==> src/rtl/dmem_port_arbiter.sv <==
// N-port req/gnt arbiter in front of the single-port data memory.
// Round-robin or fixed priority with bounded locking, tagged read return.
module dmem_port_arbiter #(
  parameter int ADDR_WIDTH  = 8,
  parameter int DATA_WIDTH  = 32,
  parameter int NUM_PORTS   = 2,
  parameter int MEM_LATENCY = 1,
  parameter int ARB_MODE    = 0,
  parameter int MAX_LOCK    = 4
) (
  input  logic                            clk,
  input  logic                            rst_n,
  input  logic [NUM_PORTS-1:0]            req_in,
  input  logic [NUM_PORTS-1:0]            we_in,
  input  logic [NUM_PORTS-1:0]            lock_in,
  input  logic [NUM_PORTS*ADDR_WIDTH-1:0] addr_in,
  input  logic [NUM_PORTS*DATA_WIDTH-1:0] wdata_in,
  output logic [NUM_PORTS-1:0]            gnt_out,
  output logic [NUM_PORTS-1:0]            rvalid_out,
  output logic [DATA_WIDTH-1:0]           rdata_out,
  output logic [ADDR_WIDTH-1:0]           mem_addr_out,
  output logic [DATA_WIDTH-1:0]           mem_data_out,
  output logic                            mem_wren_out,
  input  logic [DATA_WIDTH-1:0]           mem_q_in,
  output logic                            busy_out
);

  localparam int IW = $clog2(NUM_PORTS);
  localparam logic [3:0] LOCK_MAX = 4'(MAX_LOCK);
  localparam int LAST = MEM_LATENCY - 1;

  logic [IW-1:0]        rr_ptr;
  logic [IW-1:0]        lock_owner;
  logic                 lock_vld;
  logic [3:0]           lock_cnt;
  logic [MEM_LATENCY-1:0]         pipe_vld;
  logic [MEM_LATENCY-1:0][IW-1:0] pipe_port;

  logic [NUM_PORTS-1:0] owner_bit;
  logic [NUM_PORTS-1:0] cand;
  logic                 forced;
  logic                 lock_win;
  logic                 gnt_vld;
  logic [IW-1:0]        gnt_idx;
  int                   sel;

  always_comb begin
    owner_bit = '0;
    owner_bit[lock_owner] = 1'b1;
    forced   = lock_vld && (lock_cnt >= LOCK_MAX);
    lock_win = rst_n && lock_vld && !forced
               && req_in[lock_owner];
    cand = req_in;
    // an expired owner sits out one cycle only if someone else waits
    if (forced && |(req_in & ~owner_bit))
      cand = req_in & ~owner_bit;
    gnt_vld = 1'b0;
    gnt_idx = '0;
    sel     = 0;
    if (rst_n) begin
      if (lock_win) begin
        gnt_vld = 1'b1;
        gnt_idx = lock_owner;
      end else begin
        for (int k = NUM_PORTS - 1; k >= 0; k--) begin
          if (ARB_MODE == 1)
            sel = k;
          else
            sel = (int'(rr_ptr) + k) % NUM_PORTS;
          if (cand[sel]) begin
            gnt_vld = 1'b1;
            gnt_idx = IW'(sel);
          end
        end
      end
    end
  end

  always_comb begin
    gnt_out    = '0;
    rvalid_out = '0;
    for (int i = 0; i < NUM_PORTS; i++) begin
      gnt_out[i]    = gnt_vld && (gnt_idx == IW'(i));
      rvalid_out[i] = pipe_vld[LAST]
                      && (pipe_port[LAST] == IW'(i));
    end
  end

  assign mem_addr_out = gnt_vld
    ? addr_in[gnt_idx*ADDR_WIDTH +: ADDR_WIDTH] : '0;
  assign mem_data_out = gnt_vld
    ? wdata_in[gnt_idx*DATA_WIDTH +: DATA_WIDTH] : '0;
  assign mem_wren_out = gnt_vld && we_in[gnt_idx];
  assign rdata_out    = pipe_vld[LAST] ? mem_q_in : '0;
  assign busy_out     = |pipe_vld;

  always_ff @(posedge clk or negedge rst_n) begin
    if (!rst_n) begin
      rr_ptr     <= '0;
      lock_owner <= '0;
      lock_vld   <= 1'b0;
      lock_cnt   <= '0;
      pipe_vld   <= '0;
      pipe_port  <= '0;
    end else begin
      if (gnt_vld)
        rr_ptr <= (int'(gnt_idx) == NUM_PORTS - 1)
                  ? '0 : gnt_idx + 1'b1;
      if (gnt_vld && lock_in[gnt_idx]) begin
        lock_vld   <= 1'b1;
        lock_owner <= gnt_idx;
        lock_cnt   <= (lock_win ? lock_cnt : 4'd0) + 4'd1;
      end else begin
        lock_vld <= 1'b0;
        lock_cnt <= '0;
      end
      pipe_vld[0]  <= gnt_vld && !we_in[gnt_idx];
      pipe_port[0] <= gnt_idx;
      for (int s = 1; s < MEM_LATENCY; s++) begin
        pipe_vld[s]  <= pipe_vld[s-1];
        pipe_port[s] <= pipe_port[s-1];
      end
    end
  end

endmodule

==> config.mk <==
export PLATFORM = sky130hd
export DESIGN_NAME = dmem_port_arbiter
export DESIGN_NICKNAME = d
export VERILOG_FILES = /design/src/rtl/dmem_port_arbiter.sv
export SDC_FILE = /design/constraint.sdc
export NUM_CORES = 1
export LEC_CHECK = 0
export ABC_AREA = 1
export CELL_PAD_IN_SITES_DETAIL_PLACEMENT = 1
export CELL_PAD_IN_SITES_GLOBAL_PLACEMENT = 2
export CORE_MARGIN = 8
export CORE_UTILIZATION = 10
export CTS_CLUSTER_DIAMETER = 80
export DETAILED_ROUTE_END_ITERATION = 8
export GPL_ROUTABILITY_DRIVEN = 0
export PLACE_DENSITY = 0.93
export SETUP_SLACK_MARGIN = 0.3
export SLEW_MARGIN = 20
export SYNTH_ARGS = -nofsm -noshare
export SYNTH_HDL_FRONTEND = slang
export SYNTH_SLANG_ARGS = --single-unit
==> constraint.sdc <==
create_clock -name clk -period 4.05 [get_ports clk]
set_input_delay 1.0125 -clock clk [delete_from_list [all_inputs] [get_ports clk]]
set_output_delay 1.0125 -clock clk [all_outputs]
set_load 0.1 [all_outputs]
==> run summary <==
The flow ran to the end, and the final reports show no timing, DRC or antenna violations. The run gives 0.095 as the register share of total power. Ranked by instance count, the synthesized netlist is headed by 149 x sky130_fd_sc_hd__nand2_1, 44 x sky130_fd_sc_hd__inv_1, 19 x sky130_fd_sc_hd__nand2_2. The number of storage elements in the synthesis netlist is 9. The remaining max-slew budget at the tightest pin was 0.615; the area of the die was 16,900 um2. The end of the worst hold path was lock_owner. The slowest stage of the critical path belongs to the cell sky130_fd_sc_hd__dlygate4sd2_1.

The area of the placeable core was 12,700 um2. Relative to the synthesized area, the layout overhead comes to 203%. Clock network fraction of total power: 0.148. STA classifies the critical path endpoint as an output pin. For the final setup skew, the log shows 0.00285 ns.

Across the VDD grid, the largest voltage drop is 0.0836 mV. The count of distinct cell types in the synthesized netlist was 21. The data required time of the critical path came out at 3.04 ns. The total half-perimeter wirelength after legalization and detailed placement is 7.83 mm, and the maximum clock path buffer count is 2. By instance count, the leading cell after synthesis is sky130_fd_sc_hd__nand2_1. The final cycle utilization of the critical path was 0.852.

Ranked by total cell area, the synthesized netlist is headed by sky130_fd_sc_hd__nand2_1 43%, sky130_fd_sc_hd__dfrtp_1 17%, sky130_fd_sc_hd__inv_1 13%. The number of synthesized flops with an enable pin was 0. STA puts the critical path data arrival time at 2.44 ns. The initial cell density of the core came out at 0.103. The tools report the net switching power as 613 uW. The tools report the number of levels in the clock H-tree as 1. The fraction of the yosys area taken by sequential cells is 0.173, and the final layout net count is 574. The start point of the critical path is req_in[0]. Dividing the synthesized area by the synthesized cell count gives 5.06 um2. The total track usage is 0.0956. Traced cell by cell, the critical path runs through dlygate4sd2_1 -> nand2_1 -> nand2_1 -> nand4_2 -> nand2_2 -> nand2_4 -> nand2_2 -> inv_4 -> buf_12 -> nand2_1 -> nand2_1 -> buf_12. Share of cells above drive strength 1: 0.250. The max-slew violation count was 0. TritonCTS built the clock tree. During placement, the flow inserted port buffers numbering 197.

Total routed wirelength: 8.91 mm. The clock period could shrink to 3.45 ns. Along the worst path, the maximum fanout reaches 23. The top metal layer carrying routed signals was met4.

The power density normalized to cell area is 293 nW/um2, and the maximum cell stage delay along the critical path is 0.27 ns. The number of setup buffers added after CTS is 0. For flop-to-flop paths, the worst setup slack is 2.64 ns. The internal power of the cells totals 543 uW. The worst register-to-register path begins at lock_cnt[2]. The count of boundary I/O pins is 198, and the number of clock sinks is 9.

Type of element launching the critical path: a primary input. Clock tree synthesis selected as its root buffer the cell sky130_fd_sc_hd__clkbuf_16. After global routing the overflow that remains totals 0. The count of antenna-violating nets left after detailed routing is 0. The path class of the lowest-slack min-delay path is reg2reg.

Using the TritonRoute via totals, the vias-per-cell ratio works out to 3.61. For the via count of the first global-routing pass, the log shows 2,500. The logic depth of the worst register-to-register path came out at 9. The combinational cell fraction of total power was 0.756.

The proportion of total power due to net switching was 0.530. Among the stages of the critical path, the cell type that occurs most often is sky130_fd_sc_hd__nand2_1. The cell depth of the worst hold path is 2. The tools report the number of buffers created by CTS as 3. The startpoint identified for the worst hold timing path is lock_owner. Summing every instance area after synthesis gives 1300 um2. The tools report the critical register-to-register path endpoint as lock_cnt[2]. Together, buffers and inverters on the worst path number 4. Fmax: 290 MHz.

0 antenna diodes ended up in the layout. Entering global routing, the biggest net connects 36 pins. The tool flagged a number of max-cap violations equal to 0. The portion of synthesized cell area occupied by the leading cell type came out at 0.430. The die extent in y is 130 um, and the number of hold violations in the final report is 0. The cts-stage hold buffer count was 0; the final design utilization was 0.311. Count of yosys warnings during synthesis: 0.

Clock-pin slew was measured on the worst setup and hold paths at 0.04 ns. The initial antenna violation count is 0, and the detailed-routing wirelength on met1 is 3.21 mm. In the final timing run, aggregate negative setup slack is 0 ns. Final number of setup-violating endpoints: 0. The logs give 33 for the number of DRC markers after the initial detailed-route iteration and 2,253 for the total via count in the routed design. The width of the chip is 130 um.

For this run, design rule violations remaining after detail routing come to 0. Synthesis produced a netlist with a net count of 378. The first global-routing pass estimated 12.7 mm of wire. Average wire length per cell after detail routing: 14.3 um. The worst-skew pair later-pin latency was 0.23 ns; the number of stages on the worst setup path was 12.

The share of flip-flops with an asynchronous set or reset came out at 1.00. Row generation in the floorplan step produced 41 rows. In the synthesized netlist, the number of instances is 257.

Of all cell types, the one taking the most synthesized area is sky130_fd_sc_hd__nand2_1. Setup repair after global routing left no endpoint under its margin. At the pin with the least slew margin, the transition time is 0.577 ns.

The family with the most delay on the worst path was buffers and inverters. The analysis attributes to cell leakage a power of 0.00209 uW. The worst setup path is of the in2out kind. Wire segments on met3 add up to 1.24 mm in the final route. The number of detailed-routing iterations run before antenna repair is 4.

For the wire length on met2, the log shows 4.37 mm. The most frequently used flop master after synthesis was sky130_fd_sc_hd__dfrtp_1.
-- worst reg2reg max path, stage by stage (launching register included) --
cell and delay, ns:
sky130_fd_sc_hd__dfrtp_1 0.38, sky130_fd_sc_hd__inv_1 0.06, sky130_fd_sc_hd__nand2_1 0.06, sky130_fd_sc_hd__inv_1 0.08, sky130_fd_sc_hd__nand4_1 0.09, sky130_fd_sc_hd__nand2_1 0.07, sky130_fd_sc_hd__inv_1 0.07, sky130_fd_sc_hd__nand2_4 0.13
sky130_fd_sc_hd__nand3_1 0.18, sky130_fd_sc_hd__a21oi_1 0.21
-- flip-flops by register name, summed over array words and instances (netlist names) --
name,count
lock_vld,1
pipe_port,1
lock_cnt,4
rr_ptr,1
busy_out,1
lock_owner,1
-- per-layer routing --
metal / vias to the layer above / track usage
met3: 6 / 0.0449
met4: 0 / 0.0219
li1: 1116 / -
met5: - / 0
met2: 141 / 0.181
met1: 990 / 0.0917
-- per-stage QoR --
step	cell area, um2	hold WS, ns	setup WS [ns]	std cells	power [uW]
6_report	3940	0.528	0.599	624	1160
5_1_grt	3940	0.570	0.472	624	1200
4_1_cts	3900	0.531	0.307	623	1160
3_5_place_dp	3790	0.521	0.163	618	980
3_3_place_gp	3790	0.503	0.231	618	970
2_1_floorplan	1310	0.481	0.560	257	620
-- what timing repair did --
item                                    CTS  global route
endpoints found under the setup margin   38            41
resized for setup                         6             5
cloned                                    1             1
hold endpoints to repair                  0             0
pin swaps                                 0             1
-- placed cells by master, fill, tap and decap left out, drive strengths merged, types with 4 or more instances in the layout --
master / Yosys / routed
a21oi: 4 / 4
buf: 8 / 83
clkbuf: 4 / 5
clkdlybuf4s50: 0 / 116
dfrtp: 9 / 9
inv: 47 / 47
nand2: 169 / 169
nand3: 4 / 4
nor2: 6 / 6
-- worst max path at each step --
stage / to / slack, ns
after floorplan: rvalid_out[0] / 0.56
after global placement: mem_data_out[8] / 0.23
after detailed placement: mem_data_out[6] / 0.16
after CTS: mem_data_out[15] / 0.31
after global routing: mem_data_out[19] / 0.47
final: mem_data_out[13] / 0.60
-- cell type report --
class | instances | area (um2)
fillers | 1559 | 8730
repair buffers | 203 | 2430
multi-input cells | 189 | 801
flip-flops and latches | 9 | 226
well taps | 172 | 215
inverters | 47 | 186
clock buffers | 4 | 78.8
-- power groups by stage --
stage / clock, uW / combinational [uW] / sequential, uW
global placement: 0 / 859 / 111
finish: 171 / 875 / 110
global route: 178 / 910 / 113
floorplan: 0 / 512 / 108
detailed placement: 0 / 868 / 112
CTS: 173 / 877 / 111
-- cells by family after synthesis --
logic type / Yosys count / share of synthesized area
fa+ha+maj: 1 / 0.00961
simple gates: 181 / 0.577
other cells: 1 / 0.00288
compound gates: 6 / 0.0231
buf+inv: 59 / 0.214
flops: 9 / 0.173
(Power assumes the default switching activity.)
